## config.mk

```make
export PLATFORM = sky130hd
export DESIGN_NAME = sram_bus_master
export DESIGN_NICKNAME = d
export VERILOG_FILES = /design/src/rtl/sram_bus_master.sv
export SDC_FILE = /design/constraint.sdc
export NUM_CORES = 1
export LEC_CHECK = 0
export BUFFER_PORTS_ARGS = -buffer_cell sky130_fd_sc_hd__buf_2
export CAP_MARGIN = 20
export CORE_MARGIN = 8
export CORE_UTILIZATION = 48
export CTS_CLUSTER_DIAMETER = 120
export DETAILED_ROUTE_END_ITERATION = 10
export PLACE_DENSITY = 0.84
export SLEW_MARGIN = 10
export SYNTH_ARGS = -nofsm -noshare
export SYNTH_HDL_FRONTEND = slang
export SYNTH_SLANG_ARGS = --single-unit
```

## constraint.sdc

```tcl
create_clock -name clk -period 3.8 [get_ports clk]
set_input_delay 0.76 -clock clk [delete_from_list [all_inputs] [get_ports clk]]
set_output_delay 0.76 -clock clk [all_outputs]
set_load 0.01 [all_outputs]
```

## src/rtl/sram_bus_master.sv

```systemverilog
// SRAM port initiator: turns one valid/ready request into the setup/pulse/hold
// strobe sequence and returns a one-cycle response strobe with captured read data.
module sram_bus_master #(
  parameter int ADDR_W    = 7,
  parameter int DATA_W    = 32,
  parameter int SETUP_CYC = 1,
  parameter int PULSE_CYC = 1,
  parameter int HOLD_CYC  = 1
) (
  input  logic              clk,
  input  logic              rst,
  input  logic              req_valid,
  output logic              req_ready,
  input  logic              req_we,
  input  logic [ADDR_W-1:0] req_addr,
  input  logic [DATA_W-1:0] req_wdata,
  output logic              rsp_valid,
  output logic [DATA_W-1:0] rsp_rdata,
  output logic              busy,
  output logic [ADDR_W-1:0] addr,
  output logic              addr_ready,
  output logic              read_pulse,
  output logic              write_pulse,
  output logic [DATA_W-1:0] datain,
  input  logic [DATA_W-1:0] dataout
);

  // state | meaning
  // IDLE  | waiting for a request, req_ready high
  // SETUP | address driven, addr_ready high, no pulse yet
  // PULSE | read_pulse or write_pulse high
  // HOLD  | address held after the pulse; read data captured on last cycle
  // DONE  | one-cycle response strobe
  localparam logic [2:0] IDLE  = 3'd0;
  localparam logic [2:0] SETUP = 3'd1;
  localparam logic [2:0] PULSE = 3'd2;
  localparam logic [2:0] HOLD  = 3'd3;
  localparam logic [2:0] DONE  = 3'd4;

  localparam int MAX_SP  = (SETUP_CYC > PULSE_CYC) ? SETUP_CYC : PULSE_CYC;
  localparam int MAX_CYC = (MAX_SP > HOLD_CYC) ? MAX_SP : HOLD_CYC;
  localparam int CNT_W   = (MAX_CYC > 1) ? $clog2(MAX_CYC) : 1;

  localparam logic [CNT_W-1:0] SETUP_LD = CNT_W'(SETUP_CYC - 1);
  localparam logic [CNT_W-1:0] PULSE_LD = CNT_W'(PULSE_CYC - 1);
  localparam logic [CNT_W-1:0] HOLD_LD  = CNT_W'(HOLD_CYC - 1);

  if (SETUP_CYC < 1 || PULSE_CYC < 1 || HOLD_CYC < 1) begin : g_bad_timing
    $error("sram_bus_master: SETUP_CYC, PULSE_CYC and HOLD_CYC must all be >= 1");
  end

  logic [2:0]       state;
  logic [CNT_W-1:0] cnt;
  logic             we_q;

  always_ff @(posedge clk) begin
    if (rst) begin
      state     <= IDLE;
      cnt       <= '0;
      we_q      <= 1'b0;
      addr      <= '0;
      datain    <= '0;
      rsp_rdata <= '0;
    end else begin
      case (state)
        IDLE: begin
          if (req_valid) begin
            we_q  <= req_we;
            addr  <= req_addr;
            if (req_we) datain <= req_wdata;
            cnt   <= SETUP_LD;
            state <= SETUP;
          end
        end
        SETUP: begin
          if (cnt == '0) begin
            cnt   <= PULSE_LD;
            state <= PULSE;
          end else begin
            cnt <= cnt - CNT_W'(1);
          end
        end
        PULSE: begin
          if (cnt == '0) begin
            cnt   <= HOLD_LD;
            state <= HOLD;
          end else begin
            cnt <= cnt - CNT_W'(1);
          end
        end
        HOLD: begin
          if (cnt == '0) begin
            // dataout has been settled for the whole hold window by now
            if (!we_q) rsp_rdata <= dataout;
            state <= DONE;
          end else begin
            cnt <= cnt - CNT_W'(1);
          end
        end
        DONE:    state <= IDLE;
        default: state <= IDLE;
      endcase
    end
  end

  assign addr_ready  = (state == SETUP) || (state == PULSE) || (state == HOLD);
  assign read_pulse  = (state == PULSE) && !we_q;
  assign write_pulse = (state == PULSE) && we_q;
  assign rsp_valid   = (state == DONE);
  assign req_ready   = !rst && (state == IDLE);
  assign busy        = !rst && (state != IDLE);

endmodule

```

==> Word-level counts from Yosys, hierarchy flattened <==
Index checks and enable logic that the tools add are counted.
{ "word_totals": {"regBits": 76, "inputBits": 75, "out_inout_bits": 77, "elab_cells": 42} }
{ "op_classes": {"n_addsub": 1, "eq_ne": 8, "mux": 8, "bitwise_logic": 2, "reduce_logical": 17} }
{ "op_table": {"columns": ["cell", "count"], "rows": [
  ["3-bit 2-to-1 mux", 4],
  ["3-bit one-hot mux with 4 select lines", 1],
  ["2-bit inequality test, second input constant", 4],
  ["3-bit by 2-bit == test with 1-bit output, second input constant", 2],
  ["3-bit AND reduction", 2],
  ["1-bit logical AND", 4],
  ["2-bit AND reduction", 2],
  ["4-bit AND reduction", 1],
  ["3-bit by 1-bit == test with 1-bit output, second input constant", 1],
  ["3-bit == test, second input constant", 1],
  ["3-bit zero test", 1],
  ["3-bit nonzero test", 1],
  ["3-bit OR reduction", 1],
  ["1-bit zero test", 2],
  ["1-bit logical OR", 2],
  ["1-bit 2-to-1 mux", 2],
  ["1-bit NOT", 2],
  ["1-bit one-hot mux with 2 select lines", 1],
  ["2-bit nonzero test", 1],
  ["1-bit subtractor, second input constant", 1]
]} }

==> Depth between registers and ports, before layout <==
Gate-level depths: netlist of run 1.
{ "depth": {"word_depth": 4, "mapped_depth": 6, "depth_no_buf": 3} }

==> Worst setup path after synthesis of run 1 <==
No wires, ideal clock.
{ "synth_path": {"path_kind": "input port to output port", "start": "input port rst", "end": "output port req_ready", "arrival_ns": 1.295, "t_required_ns": 3.040, "slack_ns": 1.745, "cell_stages": 2, "path_buffers": 1, "cell_sequence": "clkbuf_1 -> nor4_1"} }
{ "synth_between": {"elab_chain_cells": 2} }
{ "synth_lines": {"columns": ["item", "line_no", "text"], "rows": [
  ["from (decl)", "11", "input logic rst,"],
  ["1-bit zero test", "110", "assign req_ready = !rst && (state == IDLE);"],
  ["1-bit logical AND", "110", null],
  ["to (decl)", "13", "output logic req_ready,"]
]} }
No other way between the ends.

==> Worst setup path in the final report of run 1 <==
{ "layout_path": {"start": "register state[1]", "end": "output port read_pulse"} }
{ "layout_between": {"elab_chain_cells": 2} }
{ "layout_lines": {"columns": ["item", "line_no", "text"], "rows": [
  ["from (decl)", "52", "logic [2:0] state;"],
  ["from (signal assigned)", "58", "state <= IDLE;"],
  ["from (signal assigned)", "72", "state <= SETUP;"],
  ["from (signal assigned)", "78", "state <= PULSE;"],
  ["3-bit by 2-bit == test with 1-bit output", "107", "assign read_pulse = (state == PULSE) && !we_q;"],
  ["1-bit logical AND", "107", null],
  ["to (decl)", "22", "output logic read_pulse,"]
]} }
No other way between the ends.

==> run summary, run 1 <==
RUN STATUS
-----------------------------------------------------------------------------------------------
Result of the run                                                                  finished, final reports clean

CLOCK TREE
-----------------------------------------------------------------------------------------------
Post-CTS repair timing setup buffer count                                                     0
CTS H-tree depth                                                                              3
Latest clock arrival within the worst-skew pair                                         0.33 ns
Hold Buf Count CTS                                                                            0
Resize count post-CTS                                                                         0
TritonCTS clock tree                                                                       done
Sinks on Clock Net                                                                           75
Clk root buf                                                                       sky130_fd_sc_hd__clkbuf_8
TritonCTS Buffers                                                                             9
Deepest clock path buffer count                                                               2
Clock input transition at the sequential cells of the worst setup and hold paths        0.08 ns

FLOORPLAN
-----------------------------------------------------------------------------------------------
Std-Cell Core Area                                                                     5886 µm²
Floorplan die height                                                                   93.65 µm
Top-level I/O count                                                                         152
Initial Util                                                                             49.17%
Std-Cell Rows                                                                                28
Die area                                                                               8770 µm²
Overall die width                                                                      93.65 µm

STA
-----------------------------------------------------------------------------------------------
Max Clock Skew                                                                      0.009626 ns
Final-report hold violation count                                                             0
Max transition margin                                                                    37.04%
Pin slew with the least headroom to its limit                                         0.9433 ns
Final Max Tran Viols                                                                          0
Final worst path period share                                                            56.56%
Final hold slack                                                                      0.4533 ns
Achievable clock frequency                                                           0.4653 GHz
Final worst setup slack                                                                1.651 ns
Setup repair after global routing missed its margin                                          no
Number of failing setup endpoints in the final timing report                                  0
Setup TNS                                                                                  0 ns
Min Tclk post-route                                                                    2.149 ns

CRITICAL PATH
-----------------------------------------------------------------------------------------------
Sum of buffers and inverters on the critical path                                             1
Biggest fanout along the worst timing path                                                   12
Reg2Reg Launch Point                                                                   state[2]
Crit path capture type                                                             primary output
Startpoint types                                                                      flip-flop
Setup slack on the worst flop-to-flop path                                              2.02 ns
Top cell family by delay on the critical path                                        flip-flops
Depth of the critical timing path with buffers and inverters included                         2
Slowest stage cell, crit path                                                      sky130_fd_sc_hd__dfxtp_1
Reg2reg end                                                                          datain[23]
Data arrival time of the critical path                                                  1.39 ns
Largest incremental delay on the critical path                                          0.58 ns
Crit Path Category                                                                   reg -> out
Crit path cell chain                                                               nor4b_1, buf_2
FF-to-FF path depth                                                                           3
Required @ worst endpoint                                                               3.04 ns

DRT
-----------------------------------------------------------------------------------------------
Routed wire length per instance                                                        15.18 µm
DR pass1 iterations                                                                           4
Post-route antenna net violation count                                                        0
Total number of vias                                                                       2817
Post-detailed-route via-to-cell ratio                                                     5.085
1st-iter DRT viols                                                                          151
DRC errors left                                                                               0
Detailed-route wire length                                                              8412 µm

LOGIC SYNTHESIS
-----------------------------------------------------------------------------------------------
Post-Syn Nets                                                                               418
Largest area contributor in the netlist                                            sky130_fd_sc_hd__dfxtp_1
Fraction of synthesized cell area taken by the top area cell type                        51.88%
Synthesized netlist cell count                                                              343
Post-Synth Adder-Cell Area                                                                   0%
Netlist area before placement                                                          2894 µm²
Post-synthesis sequential area ratio                                                     51.88%
Mux contribution to synthesized area                                                         0%
Top cells by area, synth                                                           sky130_fd_sc_hd__dfxtp_1, sky130_fd_sc_hd__a21oi_1, sky130_fd_sc_hd__nand2_1
Combinational family with the most area after synthesis                            simple AND/OR/NAND/NOR gates
Share of the synthesized netlist area taken by xor and xnor gates                       0.3026%
Average cell area after synthesis                                                     8.437 µm²
Number of distinct library cells after synthesis                                             22
Yosys Warn Count                                                                              0
Synthesized-area fraction occupied by ao, oa, aoi and oai cells                          17.99%
Synthesized flop and latch total                                                             75
Fraction of the mapped netlist area in simple logic gates                                20.75%

GLOBAL ROUTE
-----------------------------------------------------------------------------------------------
Maximum number of pins on one net before global-route repair                                 67
Met3 usage                                                                               6.715%
Highest-utilization routing layer at the global route stage                                met2
Overflow after GRT                                                                            0
Global routing usage on met1                                                             20.11%
Via count of the first global-routing pass                                                 2702
Antenna violations before repair                                                              0
Met2 routing resource usage after global routing                                         31.37%
Tot GR Track Use                                                                         18.33%
Wire length of the first global-routing pass                                           12960 µm

CELLS AND AREA
-----------------------------------------------------------------------------------------------
Number of diodes added for antenna fixing                                                     0
Filler cells                                                                                534
Most frequent cells in the layout                                                  sky130_fd_sc_hd__buf_2, sky130_fd_sc_hd__nand2_1, sky130_fd_sc_hd__dfxtp_1, sky130_fd_sc_hd__a21oi_1
Total area of multi-input combinational cells                                          1130 µm²
Most common library cell in the layout ignoring fill and taps                      sky130_fd_sc_hd__buf_2
Register cell area after layout                                                        1501 µm²
Design area                                                                            3782 µm²
Post-layout net count                                                                       549
Relative area change from synthesis to final layout                                      30.70%
Fraction of final layout cells sized beyond drive strength 1                             36.53%

PLACE
-----------------------------------------------------------------------------------------------
Post-DP Area                                                                           3507 µm²
Final GP Congestion                                                                      0.7370
DP Worst Slack                                                                         1.443 ns
HPWL after detailed placement                                                           5906 µm
Port bufs                                                                                   151

HOLD PATH
-----------------------------------------------------------------------------------------------
Origin of the worst min-delay path                                                 rsp_rdata[11]
Worst hold path cell count                                                                    2
Hold path endpoint                                                                 rsp_rdata[11]
Class of the most critical hold timing path                                          reg -> reg

POWER AND IR DROP
-----------------------------------------------------------------------------------------------
P per Cell Area                                                                    500.4 nW/µm²
Peak ir drop on the vdd network                                                        254.4 µV
Switching power summed over all nets                                                  0.4406 mW
Sequential Power Share                                                                    44.8%
Clock network power share                                                                 43.2%
Fraction of power consumed by combinational cells                                         12.0%
Switching power as a share of total power                                                23.28%
Cell internal power dissipation                                                        1.452 mW
Leak                                                                                   1.702 nW

JOB
-----------------------------------------------------------------------------------------------
Count of maximum capacitance violations                                                       0

## worst min-delay path, delay by kind of cell (launching register included)
| kind | cells | cell delay, ns |
|---|---|---|
| flip-flops | 1 | 0.31 |
| AND/OR/NAND/NOR | 1 | 0.05 |
| AO/OA/AOI/OAI | 1 | 0.05 |
## cells in the mapped netlist (all sizes together)
library cell	count
nor4b	2
o21ai	32
nor3	2
nand4bb	1
nand3	32
and2	1
dfxtp	75
nor4	2
a21oi	72
or4b	1
clkbuf	16
nand2	80
inv	1
buf	18
xnor2	1
and4bb	3
nor2	4
## worst max path at each step
stage | startpoint | end
floorplan | rst | req_ready
global route | state[1] | read_pulse
global placement | req_we | datain[3]
finish | state[1] | read_pulse
detailed placement | req_we | datain[6]
CTS | state[1] | read_pulse
## state kept, by name, indices dropped and copies added (netlist names)
| name | count |
|---|---|
| we_q | 1 |
| addr | 7 |
| datain | 32 |
| state | 3 |
| rsp_rdata | 32 |
## cell families (layout without fill, tap and decap cells)
family,count (synthesis),in the layout
flops,75,75
xor+xnor,1,1
buf+inv,35,171
simple gates,128,128
compound gates,104,104
## layer usage
metal	routed length [µm]	up-vias
met4	110	0
met5	0	-
met2	4321	96
li1	-	1425
met3	698	8
met1	3282	1288
## power by group through the flow
| stage | Combinational (mW) | Sequential (mW) | Clock, mW |
|---|---|---|---|
| 2_1_floorplan | 0.147 | 0.872 | 0 |
| 3_3_place_gp | 0.222 | 0.862 | 0 |
| 3_5_place_dp | 0.228 | 0.865 | 0 |
| 4_1_cts | 0.229 | 0.847 | 0.833 |
| 5_1_grt | 0.250 | 0.852 | 0.871 |
| 6_report | 0.227 | 0.847 | 0.819 |
## through the flow
stage          total power, mW  utilization, %  std cells
6_report                 1.893           64.26        554
5_1_grt                  1.974           64.26        554
4_1_cts                  1.909           64.26        554
3_5_place_dp             1.093           59.59        538
3_3_place_gp             1.085           59.59        538
2_1_floorplan            1.019               -        343
## final cells by class
cell class	count	share of cell area (%)
flip-flops and latches	75	39.70
multi-input cells	233	29.87
repair buffers	154	20.58
clock buffers	12	4.102
clock inverters	4	3.176
well taps	75	2.481
inverters	1	0.09924
Power figures use the tool's default switching activity.
==> inputs of run 2 (changes only) <==
Settings changed: ABC_AREA set to 1, CORE_UTILIZATION 48 to 47, PLACE_DENSITY 0.84 to 0.8.
Clock period 3.8 ns to 2.2 ns, I/O delays scaled along.
==> run summary, run 2 <==
CELLS AND AREA
-----------------------------------------------------------------------------------------------
Post-layout net count                                                                       725   +32%
Most frequent cells in the layout                                                  sky130_fd_sc_hd__buf_2, sky130_fd_sc_hd__nand2_1, sky130_fd_sc_hd__nor2_1, sky130_fd_sc_hd__inv_1, sky130_fd_sc_hd__dfxtp_1
Post-layout instance count excluding filler cells                                           755   +36%
Fraction of final layout cells sized beyond drive strength 1                             29.16%   -7.4 points
Share of the core filled with cells                                                      62.18%   -2.1 points
Most common library cell in the layout ignoring fill and taps                      sky130_fd_sc_hd__buf_2
Design area                                                                            4438 µm²   +17%
Relative area change from synthesis to final layout                                      29.64%
Top Registers                                                                      datain (32), rsp_rdata (32), addr (7)

PLACE
-----------------------------------------------------------------------------------------------
Placed Cells                                                                                738   +37%
Final GP Congestion                                                                      0.8600   +17%
Post-DP Area                                                                           4244 µm²   +21%
HPWL after detailed placement                                                           6873 µm   +16%
Port bufs                                                                                   151   unchanged

CRITICAL PATH
-----------------------------------------------------------------------------------------------
Setup slack on the worst flop-to-flop path                                              0.62 ns   -1.40 ns
Crit path capture type                                                             primary output
Crit path cell chain                                                               inv_2, a21oi_1, buf_2
Crit Path Category                                                                   reg -> out
Required @ worst endpoint                                                               1.76 ns   -1.28 ns
Slowest stage cell, crit path                                                      sky130_fd_sc_hd__dfxtp_1
Biggest fanout along the worst timing path                                                   19   +7
Reg2Reg Launch Point                                                                   state[0]
Reg2reg end                                                                          datain[17]
FF-to-FF path depth                                                                           6   +3
Data arrival time of the critical path                                                  1.42 ns   +0.03 ns
Largest incremental delay on the critical path                                          0.53 ns   -0.05 ns
Startpoint types                                                                      flip-flop

STA
-----------------------------------------------------------------------------------------------
Setup repair after global routing missed its margin                                          no
Achievable clock frequency                                                           0.5391 GHz
Pin slew with the least headroom to its limit                                         0.3704 ns   -0.5729 ns
Number of failing setup endpoints in the final timing report                                  0   unchanged
Max transition margin                                                                    75.25%   +38 points
Setup TNS                                                                                  0 ns   unchanged
Final worst path period share                                                            84.32%
Max Clock Skew                                                                      0.005522 ns   -0.004104 ns
Final Max Tran Viols                                                                          0   unchanged
Final hold slack                                                                      0.3807 ns   -0.07263 ns
Final-report hold violation count                                                             0   unchanged
Min Tclk post-route                                                                    1.855 ns

CLOCK TREE
-----------------------------------------------------------------------------------------------
Hold Buf Count CTS                                                                            0   unchanged
Deepest clock path buffer count                                                               2   unchanged
Sinks on Clock Net                                                                           75   unchanged
Latest clock arrival within the worst-skew pair                                         0.32 ns   about the same
TritonCTS clock tree                                                                       done
Post-CTS repair timing setup buffer count                                                     0   unchanged
Clk root buf                                                                       sky130_fd_sc_hd__clkbuf_8
CTS H-tree depth                                                                              3   unchanged
TritonCTS Buffers                                                                             9   unchanged
Clock input transition at the sequential cells of the worst setup and hold paths        0.07 ns   about the same
Resize count post-CTS                                                                         0   unchanged

LOGIC SYNTHESIS
-----------------------------------------------------------------------------------------------
Average cell area after synthesis                                                     6.726 µm²   -20%
Synthesized flop and latch total                                                             75   unchanged
Number of distinct library cells after synthesis                                             19   -14%
Top cell types by occurrence after synthesis                                       sky130_fd_sc_hd__nand2_1, sky130_fd_sc_hd__nor2_1, sky130_fd_sc_hd__inv_1
Number of synthesized flops with an enable pin                                                0   unchanged
Fraction of synthesized cell area taken by the top area cell type                        43.86%   -8.0 points
Leading cell type by number of instances after synthesis                           sky130_fd_sc_hd__nand2_1
Post-synthesis sequential area ratio                                                     43.86%   -8.0 points
Top cells by area, synth                                                           sky130_fd_sc_hd__dfxtp_1, sky130_fd_sc_hd__nand2_1, sky130_fd_sc_hd__nor2_1
Post-Syn Nets                                                                               584   +40%
Largest area contributor in the netlist                                            sky130_fd_sc_hd__dfxtp_1
Yosys Warn Count                                                                              0   unchanged
Synthesized netlist cell count                                                              509   +48%
Netlist area before placement                                                          3423 µm²   +18%
Async set-or-reset flop fraction in the synthesized netlist                                  0%   unchanged
Commonest register cell after synthesis                                            sky130_fd_sc_hd__dfxtp_1

POWER AND IR DROP
-----------------------------------------------------------------------------------------------
Leak                                                                                   2.492 nW   +46%
P per Cell Area                                                                    716.6 nW/µm²   +43%
Peak ir drop on the vdd network                                                        374.0 µV   +47%

GLOBAL ROUTE
-----------------------------------------------------------------------------------------------
Tot GR Track Use                                                                         18.34%   about the same
Wire length of the first global-routing pass                                           15450 µm   +19%
Antenna violations before repair                                                              1   +1
Overflow after GRT                                                                            0   unchanged
Via count of the first global-routing pass                                                 3429   +27%
Maximum number of pins on one net before global-route repair                                 35   -48%

FLOORPLAN
-----------------------------------------------------------------------------------------------
Overall die width                                                                      101.3 µm   +8.2%
Initial Util                                                                             47.97%   -1.2 points
Std-Cell Rows                                                                                31   +11%
Floorplan die height                                                                   101.3 µm   +8.2%
Top-level I/O count                                                                         152   unchanged
Die area                                                                              10270 µm²   +17%
Std-Cell Core Area                                                                     7137 µm²   +21%

DRT
-----------------------------------------------------------------------------------------------
DR pass1 iterations                                                                           4   unchanged
Post-detailed-route via-to-cell ratio                                                     4.674   -8.1%
DRC errors left                                                                               0   unchanged
Total number of vias                                                                       3529   +25%
Post-route antenna net violation count                                                        0   unchanged
1st-iter DRT viols                                                                          108   -28%
Routed wire length per instance                                                        12.52 µm   -18%
Detailed-route wire length                                                              9453 µm   +12%

HOLD PATH
-----------------------------------------------------------------------------------------------
Origin of the worst min-delay path                                                  req_addr[0]
Hold path endpoint                                                                      addr[0]
Worst hold path cell count                                                                    3   +1
Class of the most critical hold timing path                                           in -> reg

JOB
-----------------------------------------------------------------------------------------------
Count of maximum capacitance violations                                                       0   unchanged

RUN STATUS
-----------------------------------------------------------------------------------------------
Result of the run                                                                  finished, final reports clean

run 2: power breakdown:
group | switching, mW | internal [mW]
Clock | 0.473 | 0.534
Sequential | 0.0562 | 1.46
Combinational | 0.394 | 0.266
run 2: critical path, delay by kind of cell (launching register included):
family	cells	cell delay, ns
buffers and inverters	2	0.38
DFF	1	0.53
AOI/OAI and AO/OA	1	0.18
run 2: worst max-delay path by stage:
stage | slack, ns | to | start | cells after the start
2_1_floorplan | 0.80 | busy | state[2] | 3
3_3_place_gp | 0.70 | datain[17] | req_valid | 8
3_5_place_dp | 0.63 | datain[17] | state[0] | 6
4_1_cts | 0.33 | busy | state[2] | 3
5_1_grt | 0.23 | busy | state[2] | 3
6_report | 0.34 | busy | state[2] | 3
run 2: cells by family after synthesis:
logic type             after synthesis  synth area share [%]
and+or+nand+nor                    290                 39.11
buffers and inverters              134                 15.57
DFF                                 75                 43.86
AOI/OAI and AO/OA                   10                 1.462
run 2: per-stage QoR:
stage	setup slack, ns	total power, mW
after floorplan	0.7957	1.953
after global placement	0.7013	2.189
after detailed placement	0.6259	2.209
after CTS	0.3348	3.214
after global routing	0.2282	3.367
final	0.3450	3.180
run 2: layout make-up:
class                   count  area [µm²]
repair buffers            161       843.3
fillers                   705        2699
multi-input cells         300        1389
well taps                  99       123.9
diodes                      1       2.502
flip-flops and latches     75        1501
clock inverters             1       5.005
inverters                 103       386.6
clock buffers              15       186.4
run 2: routing by layer:
layer / global-route usage, % / wire, µm / vias to the layer above
met5: 0 / 0 / -
met2: 30.26 / 4373 / 134
met1: 21.77 / 4096 / 1566
met3: 5.636 / 820 / 16
li1: - / - / 1813
met4: 6.987 / 163 / 0
==> inputs of run 3 (changes only) <==
Settings changed: CORE_UTILIZATION 47 to 43, PLACE_DENSITY 0.8 to 0.77.
Clock period 2.2 ns to 1.58 ns, I/O delays scaled along.
==> run summary, run 3 (synthesis results as in run 2) <==
RUN STATUS
-----------------------------------------------------------------------------------------------
Result of the run                                                                  finished, final reports clean

GLOBAL ROUTE
-----------------------------------------------------------------------------------------------
Via count of the first global-routing pass                                                 3547   +3.4%
Maximum number of pins on one net before global-route repair                                 37   +5.7%
Tot GR Track Use                                                                         16.79%   -1.5 points
Antenna violations before repair                                                              0   -1
Wire length of the first global-routing pass                                           15880 µm   +2.8%
Overflow after GRT                                                                            0   unchanged

DRT
-----------------------------------------------------------------------------------------------
Routed wire length per instance                                                        12.40 µm   -0.95%
Detailed-route wire length                                                              9512 µm   +0.62%
1st-iter DRT viols                                                                          207   +92%
DR pass1 iterations                                                                           8   +4
Post-route antenna net violation count                                                        0   unchanged
DRC errors left                                                                               0   unchanged
Total number of vias                                                                       3526   -0.085%
Post-detailed-route via-to-cell ratio                                                     4.597   -1.6%

CELLS AND AREA
-----------------------------------------------------------------------------------------------
Share of the core filled with cells                                                      59.52%   -2.7 points
Filler cells                                                                                713   +1.1%
Relative area change from synthesis to final layout                                      34.36%
Top Registers                                                                      datain (32), rsp_rdata (32), addr (7)
Number of diodes added for antenna fixing                                                     0   -1
Post-layout instance count excluding filler cells                                           767   +1.6%
Most frequent cells in the layout                                                  sky130_fd_sc_hd__buf_2, sky130_fd_sc_hd__nand2_1, sky130_fd_sc_hd__nor2_1, sky130_fd_sc_hd__inv_1, sky130_fd_sc_hd__dfxtp_1
Fraction of final layout cells sized beyond drive strength 1                             31.43%   +2.3 points
Most common library cell in the layout ignoring fill and taps                      sky130_fd_sc_hd__buf_2
Post-layout net count                                                                       735   +1.4%

STA
-----------------------------------------------------------------------------------------------
Max Clock Skew                                                                      0.006822 ns   +0.001300 ns
Final-report hold violation count                                                             0   unchanged
Min Tclk post-route                                                                    1.508 ns
Final worst path period share                                                            95.44%
Pin slew with the least headroom to its limit                                         0.3653 ns   -0.005053 ns
Number of failing setup endpoints in the final timing report                                  0   unchanged
Achievable clock frequency                                                           0.6631 GHz
Setup repair after global routing missed its margin                                          no
Final Max Tran Viols                                                                          0   unchanged
Setup TNS                                                                                  0 ns   unchanged
Max transition margin                                                                    75.64%   +0.40 points

CRITICAL PATH
-----------------------------------------------------------------------------------------------
Slowest stage cell, crit path                                                      sky130_fd_sc_hd__dfxtp_4
Startpoint types                                                                      flip-flop
Required @ worst endpoint                                                               1.26 ns   -0.50 ns
Biggest fanout along the worst timing path                                                    5   -14
Sum of buffers and inverters on the critical path                                             2   unchanged
Crit path capture type                                                             primary output
Top cell family by delay on the critical path                                        flip-flops
Crit Path Category                                                                   reg -> out
Largest incremental delay on the critical path                                          0.36 ns   -0.17 ns
Crit path cell chain                                                               nor2_4, buf_6, a21oi_1, buf_2
Data arrival time of the critical path                                                  1.19 ns   -0.23 ns

CLOCK TREE
-----------------------------------------------------------------------------------------------
Hold Buf Count CTS                                                                            0   unchanged
Clk root buf                                                                       sky130_fd_sc_hd__clkbuf_8
TritonCTS clock tree                                                                       done
CTS H-tree depth                                                                              3   unchanged
TritonCTS Buffers                                                                             9   unchanged
Latest clock arrival within the worst-skew pair                                         0.33 ns   about the same
Sinks on Clock Net                                                                           75   unchanged
Clock input transition at the sequential cells of the worst setup and hold paths        0.08 ns   about the same
Deepest clock path buffer count                                                               2   unchanged

FLOORPLAN
-----------------------------------------------------------------------------------------------
Std-Cell Core Area                                                                     7727 µm²   +8.3%
Top-level I/O count                                                                         152   unchanged
Initial Util                                                                             44.30%   -3.7 points
Die area                                                                              11070 µm²   +7.8%
Floorplan die height                                                                   105.2 µm   +3.8%
Overall die width                                                                      105.2 µm   +3.8%
Std-Cell Rows                                                                                32   +3.2%

POWER AND IR DROP
-----------------------------------------------------------------------------------------------
Peak ir drop on the vdd network                                                        613.6 µV   +64%
Leak                                                                                   2.571 nW   +3.1%
Power, Total                                                                           4.710 mW   +48%
P per Cell Area                                                                     1024 nW/µm²   +43%

PLACE
-----------------------------------------------------------------------------------------------
HPWL after detailed placement                                                           6917 µm   +0.65%
Final GP Congestion                                                                      0.7366   -14%
Port bufs                                                                                   151   unchanged
Placed Cells                                                                                745   +0.95%

JOB
-----------------------------------------------------------------------------------------------
Count of maximum capacitance violations                                                       0   unchanged

HOLD PATH
-----------------------------------------------------------------------------------------------
Class of the most critical hold timing path                                           in -> reg

-- run 3: where the power goes --
| part | leakage [nW] | total [mW] | internal [mW] | switching (mW) |
|---|---|---|---|---|
| registers | 0.614 | 2.11 | 2.03 | 0.0800 |
| logic | 1.84 | 1.02 | 0.454 | 0.566 |
| clock network | 0.113 | 1.58 | 0.886 | 0.693 |
| total | 2.57 | 4.71 | 3.37 | 1.34 |
-- run 3: area by class of cell --
class                   instances  area (µm²)  area share, %
clock inverters                 7       92.59          2.013
well taps                     102       127.6          2.775
repair buffers                171       963.4          20.95
inverters                     103       389.1          8.460
clock buffers                   9       123.9          2.693
flip-flops and latches         75        1511          32.86
multi-input cells             300        1391          30.25
-- run 3: metrics by stage --
step | setup WS, ns | hold WS, ns | instance area (µm²)
floorplan | 0.2997 | 0.4844 | 3423
global placement | 0.2352 | 0.4462 | 4303
detailed placement | 0.1690 | 0.4591 | 4303
CTS | 0.01124 | 0.2416 | 4598
global route | 0.005471 | 0.2513 | 4599
finish | 0.07198 | 0.2572 | 4599
-- run 3: worst paths after layout --
path,startpoint,endpoint,slack (ns),cells past startpoint
worst min-delay path,req_addr[3],addr[3],0.26,3
worst min register to register,addr[1],addr[1],0.47,2
worst max-delay path,state[0],busy,0.07,4
worst max register to register,state[0],addr[4],0.20,6
-- run 3: tightest hold or removal path, stage by stage --
cell,delay [ns]
sky130_fd_sc_hd__buf_2,0.10
sky130_fd_sc_hd__nand4_1,0.07
sky130_fd_sc_hd__a21oi_1,0.06
-- run 3: per-layer routing --
layer	GRT usage, %	routed length (µm)	part of all wire (%)
met1	19.00	4261	45
met4	3.976	74	0.78
met2	28.33	4418	46
met3	7.430	757	8.0
met5	0	0	0
-- run 3: what timing repair did --
action                     4_1_cts  5_1_grt
resized for setup                4        8
setup endpoints to repair        4        5
pin swaps                        1        1
setup buffers                    5        2
gates cloned                     1        0
